## config.mk

```make
export PLATFORM = sky130hd
export DESIGN_NAME = dq_bank_ctrl
export DESIGN_NICKNAME = d
export VERILOG_FILES = /design/src/rtl/dq_bank_ctrl.sv
export SDC_FILE = /design/constraint.sdc
export NUM_CORES = 1
export LEC_CHECK = 0
export CAP_MARGIN = 10
export CORE_ASPECT_RATIO = 1.4
export CORE_MARGIN = 3
export CORE_UTILIZATION = 41
export DETAILED_ROUTE_END_ITERATION = 7
export GPL_ROUTABILITY_DRIVEN = 1
export PLACE_DENSITY_LB_ADDON = 0.1
export SKIP_CTS_REPAIR_TIMING = 1
export SYNTH_ARGS = -nofsm -noshare
export SYNTH_HDL_FRONTEND = slang
export SYNTH_SLANG_ARGS = --single-unit
```

## constraint.sdc

```tcl
create_clock -name clk -period 1.8 [get_ports clk]
set_input_delay 0.36 -clock clk [delete_from_list [all_inputs] [get_ports clk]]
set_output_delay 0.36 -clock clk [all_outputs]
set_load 0.01 [all_outputs]
```

## src/rtl/dq_bank_ctrl.sv

```systemverilog
// Sequencing controller and round-robin two-port arbiter for a bank of DQ latch words.
// Each write becomes a setup / one-hot enable pulse / hold sequence; reads register the addressed Q word.
module dq_bank_ctrl #(
  parameter int WIDTH = 4,
  parameter int AW    = 2,
  parameter int PULSE = 1
) (
  input  logic                      clk,
  input  logic                      rst_n,
  input  logic                      a_req,
  input  logic                      a_we,
  input  logic [AW-1:0]             a_addr,
  input  logic [WIDTH-1:0]          a_wdata,
  output logic                      a_gnt,
  output logic                      a_done,
  input  logic                      b_req,
  input  logic                      b_we,
  input  logic [AW-1:0]             b_addr,
  input  logic [WIDTH-1:0]          b_wdata,
  output logic                      b_gnt,
  output logic                      b_done,
  output logic [WIDTH-1:0]          rdata,
  output logic                      busy,
  output logic [WIDTH-1:0]          cell_d,
  output logic [(2**AW)-1:0]        cell_en,
  input  logic [WIDTH*(2**AW)-1:0]  cell_q
);

  localparam int NW = 2**AW;
  localparam int CW = (PULSE > 1) ? $clog2(PULSE) : 1;

  typedef enum logic [2:0] {
    S_IDLE,
    S_SETUP,
    S_PULSE,
    S_HOLD,
    S_READ
  } state_t;

  state_t          state;
  logic            ptr_b;
  logic            cur_b;
  logic [AW-1:0]   addr_r;
  logic [CW-1:0]   cnt;
  logic            pick_b;

  function automatic logic [NW-1:0] onehot(input logic [AW-1:0] a);
    logic [NW-1:0] v;
    v    = '0;
    v[a] = 1'b1;
    return v;
  endfunction

  // B wins when it is the sole requester or holds the priority pointer.
  always_comb begin
    pick_b = 1'b0;
    if (b_req && (!a_req || ptr_b))
      pick_b = 1'b1;
  end

  always_ff @(posedge clk) begin
    if (!rst_n) begin
      state   <= S_IDLE;
      ptr_b   <= 1'b0;
      cur_b   <= 1'b0;
      addr_r  <= '0;
      cnt     <= '0;
      a_gnt   <= 1'b0;
      b_gnt   <= 1'b0;
      a_done  <= 1'b0;
      b_done  <= 1'b0;
      busy    <= 1'b0;
      cell_d  <= '0;
      cell_en <= '0;
      rdata   <= '0;
    end else begin
      a_gnt  <= 1'b0;
      b_gnt  <= 1'b0;
      a_done <= 1'b0;
      b_done <= 1'b0;
      case (state)
        S_IDLE: begin
          if (a_req || b_req) begin
            cur_b  <= pick_b;
            ptr_b  <= !pick_b;
            a_gnt  <= !pick_b;
            b_gnt  <= pick_b;
            addr_r <= pick_b ? b_addr : a_addr;
            busy   <= 1'b1;
            // cell_d moves only here, while every enable is low.
            if (pick_b ? b_we : a_we) begin
              cell_d <= pick_b ? b_wdata : a_wdata;
              state  <= S_SETUP;
            end else begin
              state  <= S_READ;
            end
          end
        end
        S_SETUP: begin
          cell_en <= onehot(addr_r);
          cnt     <= CW'(PULSE - 1);
          state   <= S_PULSE;
        end
        S_PULSE: begin
          if (cnt == '0) begin
            cell_en <= '0;
            a_done  <= !cur_b;
            b_done  <= cur_b;
            state   <= S_HOLD;
          end else begin
            cnt <= cnt - CW'(1);
          end
        end
        S_HOLD: begin
          busy  <= 1'b0;
          state <= S_IDLE;
        end
        S_READ: begin
          rdata  <= cell_q[addr_r*WIDTH +: WIDTH];
          a_done <= !cur_b;
          b_done <= cur_b;
          busy   <= 1'b0;
          state  <= S_IDLE;
        end
        default: begin
          cell_en <= '0;
          busy    <= 1'b0;
          state   <= S_IDLE;
        end
      endcase
    end
  end

endmodule
```

==> reports/results.ini <==
[grt]
gr-usage-met2_pct = 31.7
grt_max_degree = 15
met1_usage_pct = 17.1
first_global_vias = 1016
grt_pass1_wl_mm = 4.32
antenna_found_initial = 0
overflow = 0
grt_most_used_layer = met2
use_met3_pct = 3.27
grtUsageTotal_pct = 16.5

[route]
drtAntennaViolNets = 0
wl_mm = 2.60
wire_per_inst_um = 12.8
dr.pass1.iters = 3
vias = 1016
drc_errors = 0
vias_per_cell = 4.98
first_iter_violations = 3

[yosys]
ys_ff_latch = 24
synth_top_cell_by_area = dfxtp_1
syn_avg_cell_area_sq_um = 10.1
synthTopCellsByArea = dfxtp_1 (42%), mux2i_1 (8.8%), mux4_2 (7.9%)
synth_fp_nets = 147
yosysUniqueCellTypes = 35
synth_top_area_share_pct = 42.3
yosysWarnings = 0
synthCells = 113
ys_seq_area_share_pct = 42.3
syn-cell-area_sq_um = 1140

[worst_setup_path]
crit_family = buffers and inverters
crit_path_cell_trace = clkdlybuf4s50_1
cp_num_buf_inv = 1
cp_slowest_cell = clkdlybuf4s50_1
cp.arrival_ps = 1230
crit_type = flip-flop to primary output
cp_max_fo = 3
crit_required_ps = 1440
start_kind = flip-flop
end_kind = primary output
critPathMaxStageDelay_ps = 540

[clock_network]
cts.sinks = 24
clk_path_buf_depth = 2
cts.clk_slew.worst_paths_ps = 130
cts_tree = done
cts_root_buffer = clkbuf_4
insertion_delay_ps = 320
numCtsBuffers = 3
htree_levels = 1

[power_and_ir_drop]
internal-power_w = 0.00108
leakagePower_nw = 0.676
max-vdd-ir-drop_v = 0.000629
p_sw_w = 0.000388
clock_power_share_pct = 26.3
p_seq_share_pct = 44.1
p_sw_share_pct = 26.4
power_density_nw_per_um2 = 831
p_comb_share_pct = 29.6

[placement]
dp_hpwl_mm = 2.17
gp_congestion = 0.762
port_buffers = 50
place_ws_ps = -130
dpl.cell_count = 200

[die]
core_sq_um = 2640
io_pins = 51
dieArea_sq_um = 3450
die_w_um = 50.5
initial_utilization_pct = 43.0
die_y_um = 68.3
num_rows = 22

[sta]
setup_viol = 0
setup_ws_ps = 209
tightest_slew_ps = 488
finalClockSkew_ps = 3.76
hold_ws_ps = 462
finalHoldViolCount = 0
layout_min_cycle_time_ps = 1590
timing.fmax_ghz = 0.629
drv_slew = 0
setup_tns_ps = 0
maxSlewHeadroom_pct = 67.3
timing.final.crit_share_pct = 88.4
rsz0062_at_grt = false

[min_path]
hp-class = flip-flop to flip-flop

[status]
run_status = complete, no violations

[layout]
diodes = 0
fin_cells = 204
area_delta_synth_final_pct = 55.3
final_layout_size_suffix_gt1_share_pct = 11.9
utilization_pct = 66.8
final_nets = 203

[flow_run]
cap_violations = 0

-- Yosys cell counts, drive strengths merged --
| master | instances |
|---|---|
| clkbuf | 2 |
| nor2b | 9 |
| nand3b | 1 |
| xnor2 | 2 |
| nor3b | 1 |
| o21bai | 1 |
| buf | 5 |
| a211oi | 2 |
| or3 | 1 |
| or4 | 2 |
| o21a | 1 |
| o211a | 1 |
| nand3 | 1 |
| nand2 | 5 |
| mux4 | 4 |
| and4 | 1 |
| o211ai | 1 |
| nor2 | 13 |
| o221a | 4 |
| nor4b | 1 |
| a2bb2oi | 1 |
| a21oi | 7 |
| and3 | 1 |
| nand4 | 1 |
| nand2b | 2 |
| dfxtp | 24 |
| o21ai | 3 |
| nand4b | 1 |
| inv | 3 |
| nor4 | 2 |
| mux2i | 10 |
-- path summary, 6_finish.rpt --
path,startpoint,end,slack [ps],depth (start not counted)
hold / removal,cur_b,a_done,460,1
setup / recovery,busy,busy,210,1
hold reg to reg,cur_b,a_done,460,1
setup reg to reg,state[2],cell_d[3],290,3
-- final cells by class --
type | count | area (sq um)
Timing Repair Buffer | 58 | 561
Fill cell | 244 | 878
Clock inverter | 1 | 30.0
Clock buffer | 3 | 22.5
Tap cell | 36 | 45.0
Multi-Input combinational cell | 79 | 614
Sequential cell | 24 | 480
Inverter | 3 | 11.3
-- metal layers --
metal  part of all wire, %  up-vias
li1                      -      523
met1                    39      452
met2                    53       36
met3                   5.9        5
met4                   1.7        0
met5                     0        -
-- power by group through the flow --
stage | Sequential, W | Clock (W) | Combinational [W]
3_3_place_gp | 0.000660 | 0 | 0.000425
4_1_cts | 0.000649 | 0.000398 | 0.000438
6_report | 0.000647 | 0.000386 | 0.000434
2_1_floorplan | 0.000651 | 0 | 0.000241
5_1_grt | 0.000658 | 0.000418 | 0.000471
3_5_place_dp | 0.000660 | 0 | 0.000438
-- kinds of logic (layout without fill, tap and decap cells) --
| kind of cell | count (synthesis) | count (layout) | share of synthesized area [%] |
|---|---|---|---|
| xor+xnor | 2 | 2 | 1.54 |
| compound gates | 21 | 21 | 14.6 |
| simple gates | 42 | 42 | 21.1 |
| buf+inv | 10 | 65 | 3.63 |
| mux | 14 | 14 | 16.7 |
| flops | 24 | 24 | 42.3 |
-- flip-flops by register name, indices dropped and copies added (netlist names) --
register and count:
a_gnt 1, b_gnt 1, rdata 4, busy 1
state 3, cell_en 4, b_done 1, cell_d 4
addr_r 2, ptr_b 1, a_done 1, cur_b 1
-- per-stage QoR --
step	instance area (sq um)	total power, W
after floorplan	1140	0.000891
after global placement	1710	0.00108
after detailed placement	1710	0.00110
after CTS	1760	0.00149
after global routing	1760	0.00155
final	1760	0.00147
-- cells in the final DEF (no fill, tap or decap), types with 2 or more instances in the layout --
cell type and instances:
mux4_2 4, xnor2_1 2, o21ai_0 2, nand2_1 5, or4_1 2, buf_4 8
o221a_1 4, nor2_1 13, inv_1 3, clkdlybuf4s50_1 50, dfxtp_1 24, mux2i_1 10
a211oi_1 2, clkbuf_4 3, nor2b_1 9, nand2b_1 2, a21oi_1 6
Power figures use the tool's default switching activity.
